===== src/rtl/mux_bist_ctrl.sv =====
// BIST wrapper for the 4-bit 2:1 mux gate: a Galois LFSR drives the stimulus, a MISR
// compacts the responses, and a control FSM runs NUM_PAT patterns and flags pass/fail.
module mux_bist_ctrl #(
  parameter int                PAT_W      = 9,
  parameter int                RESP_W     = 4,
  parameter int                NUM_PAT    = 255,
  parameter logic [PAT_W-1:0]  LFSR_SEED  = 9'h001,
  parameter logic [PAT_W-1:0]  LFSR_MASK  = 9'h110,
  parameter logic [RESP_W-1:0] MISR_MASK  = 4'h3,
  parameter int                RESP_LAT   = 0,
  parameter logic [RESP_W-1:0] GOLDEN_SIG = 4'h0
) (
  input  logic              clk,
  input  logic              rst_n,
  input  logic              start,
  input  logic              abort,
  output logic [PAT_W-1:0]  pattin,
  input  logic [RESP_W-1:0] resp_in,
  output logic              busy,
  output logic              done,
  output logic              pass,
  output logic [RESP_W-1:0] signature,
  output logic [15:0]       pat_count,
  output logic [1:0]        dbg_state_o
);

  typedef enum logic [1:0] {S_IDLE, S_RUN, S_FLUSH, S_DONE} state_e;

  localparam logic [PAT_W-1:0] SEED = (LFSR_SEED == '0) ? PAT_W'(1) : LFSR_SEED;
  localparam logic [15:0]      LAST = 16'(NUM_PAT - 1);

  state_e              state_q, state_d;
  logic [PAT_W-1:0]    lfsr_q, lfsr_d, lfsr_step;
  logic [RESP_W-1:0]   misr_q, misr_d, misr_step;
  logic [15:0]         cnt_q, cnt_d;
  logic                pass_q, pass_d;

  assign lfsr_step = (lfsr_q >> 1) ^ (lfsr_q[0] ? LFSR_MASK : '0);
  assign misr_step = {misr_q[RESP_W-2:0], 1'b0} ^ (misr_q[RESP_W-1] ? MISR_MASK : '0) ^ resp_in;

  // start is a single-cycle request honoured only in IDLE/DONE; abort is honoured only
  // while busy, so when both arrive together the current state decides which one wins.
  always_comb begin
    state_d = state_q;
    lfsr_d  = lfsr_q;
    misr_d  = misr_q;
    cnt_d   = cnt_q;
    pass_d  = pass_q;
    case (state_q)
      S_IDLE, S_DONE: begin
        if (start) begin
          state_d = S_RUN;
          lfsr_d  = SEED;
          misr_d  = '0;
          cnt_d   = '0;
          pass_d  = 1'b0;
        end
      end
      S_RUN: begin
        if (abort) begin
          state_d = S_IDLE;
          pass_d  = 1'b0;
        end else begin
          lfsr_d = lfsr_step;
          cnt_d  = cnt_q + 16'd1;
          // With a registered gate the first edge sees no valid response yet.
          if (RESP_LAT == 0 || cnt_q != 16'd0) misr_d = misr_step;
          if (cnt_q == LAST) begin
            if (RESP_LAT == 0) begin
              state_d = S_DONE;
              pass_d  = (misr_d == GOLDEN_SIG);
            end else begin
              state_d = S_FLUSH;
            end
          end
        end
      end
      S_FLUSH: begin
        if (abort) begin
          state_d = S_IDLE;
          pass_d  = 1'b0;
        end else begin
          misr_d  = misr_step;
          state_d = S_DONE;
          pass_d  = (misr_step == GOLDEN_SIG);
        end
      end
      default: state_d = S_IDLE;
    endcase
  end

  always_ff @(posedge clk or negedge rst_n) begin
    if (!rst_n) begin
      state_q <= S_IDLE;
      lfsr_q  <= SEED;
      misr_q  <= '0;
      cnt_q   <= '0;
      pass_q  <= 1'b0;
    end else begin
      state_q <= state_d;
      lfsr_q  <= lfsr_d;
      misr_q  <= misr_d;
      cnt_q   <= cnt_d;
      pass_q  <= pass_d;
    end
  end

  assign pattin      = (state_q == S_RUN) ? lfsr_q : '0;
  assign busy        = (state_q == S_RUN) || (state_q == S_FLUSH);
  assign done        = (state_q == S_DONE);
  assign pass        = pass_q;
  assign signature   = misr_q;
  assign pat_count   = cnt_q;
  assign dbg_state_o = state_q;

endmodule


===== config.mk =====
export PLATFORM = sky130hd
export DESIGN_NAME = mux_bist_ctrl
export DESIGN_NICKNAME = d
export VERILOG_FILES = /design/src/rtl/mux_bist_ctrl.sv
export SDC_FILE = /design/constraint.sdc
export NUM_CORES = 1
export LEC_CHECK = 0
export BUFFER_PORTS_ARGS = -buffer_cell sky130_fd_sc_hd__buf_2
export CAP_MARGIN = 25
export CORE_ASPECT_RATIO = 1.1
export CORE_MARGIN = 2
export CORE_UTILIZATION = 50
export CTS_BUF_LIST = sky130_fd_sc_hd__clkbuf_2 sky130_fd_sc_hd__clkbuf_4 sky130_fd_sc_hd__clkbuf_8
export CTS_CLUSTER_DIAMETER = 60
export DETAILED_ROUTE_END_ITERATION = 10
export GPL_ROUTABILITY_DRIVEN = 0
export PLACE_DENSITY = 0.8
export REMOVE_ABC_BUFFERS = 1
export SLEW_MARGIN = 25
export SYNTH_ARGS = -nofsm -noshare
export SYNTH_HDL_FRONTEND = slang
export SYNTH_SLANG_ARGS = --single-unit

===== constraint.sdc =====
create_clock -name clk -period 2 [get_ports clk]
set_input_delay 0.4 -clock clk [delete_from_list [all_inputs] [get_ports clk]]
set_output_delay 0.4 -clock clk [all_outputs]
set_load 0.02 [all_outputs]

-- Yosys cells after proc, flatten, opt, wreduce, memory -nomap -nowiden
Cells that the tools add are included.
- flip-flop bits (word level): 32
- input port bits: 8
- output and inout bits: 34
- logic and storage cells: 50
- add/sub/neg operators: 1
- equality and inequality tests: 8
- mux-type cells: 24
- bitwise operators: 3
- reductions and logical operators: 9
- operator list (cell ; number):
    $mux 9 ; 4
    $mux 16 ; 2
    $pmux 16 s2 ; 1
    $pmux 9 s2 ; 1
    $add 16x1->16 const B ; 1
    $eq 16x8->1 const B ; 1
    $mux 4 ; 4
    $pmux 4 s3 ; 1
    $mux 2 ; 5
    $xor 8x9->9 ; 1
    $logic_not 4->1 ; 2
    $ne 2x2->1 const B ; 3
    $pmux 2 s3 ; 1
    $reduce_and 3->1 ; 2
    $eq 2x2->1 const B ; 2
    $mux 1 ; 4
    $xor 4x2->4 ; 1
    $xor 4x4->4 ; 1
    $ne 3x3->1 const B ; 1
    $pmux 1 s3 ; 1
    $eq 2x1->1 const B ; 1
    $logic_not 2->1 ; 1
    $reduce_and 2->1 ; 1
    $reduce_bool 2->1 ; 1
    2 further kinds ; 2

-- Logic depth before layout (Yosys ltp)
- depth after elaboration: 9
- depth in mapped cells: 7
- gate-level depth less buffers: 6

-- Worst setup path before layout
Ideal clock, no wire load.
- path kind: register -> register
- from: register state_q[0], in the netlist dbg_state_o[0]
- to: register cnt_q[15], in the netlist pat_count[15]
- setup time: 0.078 ns
- data arrival time: 2.000 ns
- setup slack: -0.078 ns
- cell stages (with the launch flop): 8
- period minus slack after synthesis: 2.078 ns
- cells stage by stage: dfrtp_1 inv_1 ha_1 mux2_4 nand4_4 buf_6 or4_1 a21oi_1
- cells in the longest elaborated chain, start to end: 4
- elaborated cells on any way between the ends: 9
- ends and longest elaborated chain (element ; line ; text):
    start: declaration ; 32 ; state_e state_q, state_d;
    start signal: assignment ; 100 ; state_q <= state_d;
    $eq 2x2->1 / $logic_not 2->1 (equally long branches) ; 49 ; case (state_q)
    $reduce_or 2->1 ; 49 ;
    $ne 2x2->1 (no line) / $reduce_bool 2->1 (equally long branches) ; - ;
    $reduce_and 3->1 (no line) ; - ;
    end signal: assignment ; 103 ; cnt_q <= cnt_d;
    end: declaration ; 35 ; logic [15:0] cnt_q, cnt_d;
Parallel ways exist; a longest one is shown, timed or not.
A chain may end at the register's enable or synchronous reset.

-- Worst setup path in the final report
- from: register state_q[0], in the netlist dbg_state_o[0]
- to: output busy
- cells in the longest elaborated chain, start to end: 2
- elaborated cells on any way between the ends: 3
- ends and longest elaborated chain (element ; line ; text):
    $eq 2x1->1 / $eq 2x2->1 (equally long branches) ; 109 ; assign busy = (state_q == S_RUN) || (state_q == S_FLUSH);
    $logic_or 1x1->1 * ; 109 ;
    end: declaration ; 19 ; output logic busy,
Every way passes the cells marked *; elsewhere a longest branch is shown, timed or not.

==> impl_metrics.py <==
metrics = {
    "run_status": {
        "outcome": "finished, final reports clean",
    },
    "logic_synthesis": {
        "synthXorXnorAreaFrac": 0.0448,
        "yosysWarnings": 0,
        "synth_compound_area_frac": 0.158,
        "ys_seq_area_frac": 0.456,
        "synth_top_cell_by_area": "dfrtp_1",
        "netlist_instances": 182,
        "ys_async_sr_fraction": 1.00,
        "ys_ff_latch": 32,
        "synth_top_family_by_area": "simple AND/OR/NAND/NOR gates",
        "synthAdderAreaFrac": 0.0356,
        "synthTopCellsByArea": "dfrtp_1 44%, a22o_1 5.0%, nand2_1 3.8%, and2_1 3.6%, ha_1 3.6%",
        "avgSynthCellArea_um2": 9.67,
        "ys_types": 35,
        "synth.cell_area_um2": 1760,
        "synth-simple-area-share": 0.225,
        "synth.top_cell.area_share": 0.441,
        "yosys-mux-area-fraction": 0.0142,
        "synth_edf_count": 0,
        "synthFlopType": "dfrtp_1",
    },
    "setup_path": {
        "crit-reg2reg-launch": "dbg_state_o[0]$_DFFE_PN0P_",
        "critical_path.max_fanout": 6,
        "cp-end-kind": "output port",
        "endpoint": "busy",
        "r2r_cells": 6,
        "critical_path.startpoint": "dbg_state_o[0]$_DFFE_PN0P_",
        "required_ns": 1.60,
        "crit_arrival_ns": 1.53,
        "start_kind": "flip-flop",
        "path_class": "reg -> out",
        "reg2reg_slack_ns": 0.10,
        "reg2reg_to": "pat_count[15]$_DFFE_PN0P_",
    },
    "floorplan": {
        "rows": 22,
        "die_width_um": 60.6,
        "core_um2": 3360,
        "ios": 42,
        "initial_utilization": 0.524,
        "die_area_um2": 4010,
        "die_height_um": 66.2,
    },
    "clock_network": {
        "holdBufCountCts": 0,
        "clkTransAtPathRegs_ns": 0.10,
        "clock_sinks": 32,
        "clock_latency_ns": 0.34,
        "cts_root_buffer": "clkbuf_4",
        "tritoncts": "yes",
        "cts_buffers": 5,
        "htreeDepth": 2,
        "cts_buffer_depth": 2,
    },
    "layout": {
        "seq_area_um2": 802,
        "area_delta_synth_final_pct": 19.1,
        "multiInputGateArea_um2": 872,
        "final_area_um2": 2090,
        "final_core_util": 0.624,
        "fill_cells": 298,
        "fin_nets": 236,
        "final_layout_size_suffix_gt1_frac": 0.299,
        "antenna_cells": 0,
    },
    "pwr": {
        "leakagePower_nw": 1.03,
        "powerDensity_nw_per_um2": 1330,
        "ir_drop_v": 0.000779,
    },
    "global_routing": {
        "grt_overflow": 0,
        "grt_pass1_wl_mm": 6.08,
        "antenna_found_initial": 0,
        "grt_usage": 0.204,
        "grt_max_degree": 33,
        "grt_pass1_vias": 1360,
    },
    "placed_design": {
        "pre_cts_slack_ns": 0.0708,
        "dpl_cell_area_um2": 1970,
        "portBuffers": 41,
        "dp_hpwl_mm": 2.71,
    },
    "timing": {
        "max_slew_margin": 0.549,
        "finalCritPeriodShare": 0.966,
        "setup_violations": 0,
        "worst_slack_ns": 0.0679,
        "worst_pin_slew_ns": 0.676,
        "rsz0062_at_grt": "no",
        "skew_ns": 0.0127,
        "fin_tns_setup_ns": 0,
        "slew_viol_final": 0,
        "fmax_mhz": 518,
        "holdWs_ns": 0.0913,
        "hold_violations": 0,
        "min_period_ns": 1.93,
    },
    "drt": {
        "wl_mm": 3.72,
        "vias": 1511,
        "vias_per_cell": 5.56,
        "drtIter0Drc": 73,
        "dr.pass1.iters": 4,
        "post-route-drc-count": 0,
        "ant_nets": 0,
        "wl_per_cell_um": 13.7,
    },
    "min_path": {
        "min_path_type": "in -> async",
    },
    "run": {
        "drv_cap": 0,
    },
}
[where the power goes]
part | switching, W | internal, W | leakage [nW]
clock network | 0.000206 | 0.000200 | 0.0394
registers | 0.000152 | 0.000807 | 0.428
logic | 0.000849 | 0.000575 | 0.564
total | 0.00121 | 0.00158 | 1.03
[metrics by stage]
stage / total power, W / instances
3_3_place_gp: 0.00224 / 261
3_5_place_dp: 0.00228 / 261
2_1_floorplan: 0.00183 / 168
6_report: 0.00279 / 272
5_1_grt: 0.00299 / 272
4_1_cts: 0.00270 / 269
[metal layers]
layer	wire length, um	up-vias	global-route usage
met5	0	-	0
met4	85	0	0.103
met3	141	10	0.0411
met2	1870	35	0.326
met1	1630	734	0.258
li1	-	732	-
[cells by family after synthesis]
family | after synthesis
compound gates | 42
xor+xnor | 9
fa+ha+maj | 5
buf+inv | 22
flops | 32
mux | 2
simple gates | 70
[worst min path at each step]
stage	endpoint	cells after the start	start	slack (ns)
after floorplan	dbg_state_o[0]$_DFFE_PN0P_	0	rst_n	0.10
after global placement	pat_count[7]$_DFFE_PN0P_	1	rst_n	0.49
after detailed placement	pat_count[9]$_DFFE_PN0P_	1	rst_n	0.49
after CTS	pat_count[11]$_DFFE_PN0P_	1	rst_n	0.11
after global routing	pat_count[9]$_DFFE_PN0P_	1	rst_n	0.13
final	pat_count[11]$_DFFE_PN0P_	1	rst_n	0.09
[sequential cells by signal, summed over array words and instances (netlist names)]
| name | count |
|---|---|
| pass | 1 |
| signature | 4 |
| lfsr_q | 9 |
| dbg_state_o | 2 |
| pat_count | 16 |
[cells in the mapped netlist, drive strengths merged (3+ instances only)]
cell,count
a21oi,9
buf,8
or4,5
nand4,5
nand3,8
ha,5
inv,8
and2,10
and3,4
or3,3
o31ai,7
a22o,10
clkbuf,6
o21ai,12
nor2,7
dfrtp,31
nand2,18
xor2,7
[cells in the final DEF, fill, tap and decap left out, drive strengths merged, types with 3 or more instances in the layout]
cell type / n
nor2: 7
and2: 10
nand2: 18
buf: 48
ha: 5
or4: 5
clkbuf: 8
and3: 4
or3: 3
a22o: 10
inv: 8
dfrtp: 31
o21ai: 12
nand3: 8
xor2: 7
a21oi: 9
nand4: 5
o31ai: 7
[what timing repair did]
item                                    4_1_cts  5_1_grt
endpoints found under the setup margin        2       21
gates resized for setup                       1        8
setup buffers                                 0        3
[critical path: stages, from the launching register on]
cell and delay [ns]:
dfrtp_1 0.37, inv_1 0.05, ha_1 0.32, buf_4 0.17, inv_1 0.13, buf_4 0.16
[area by class of cell]
cell class	count	share of cell area
Multi-Input combinational cell	128	0.416
Sequential cell	32	0.383
Timing Repair Buffer	48	0.126
Clock buffer	8	0.0317
Tap cell	48	0.0287
Inverter	8	0.0143
Power figures use the tool's default switching activity.
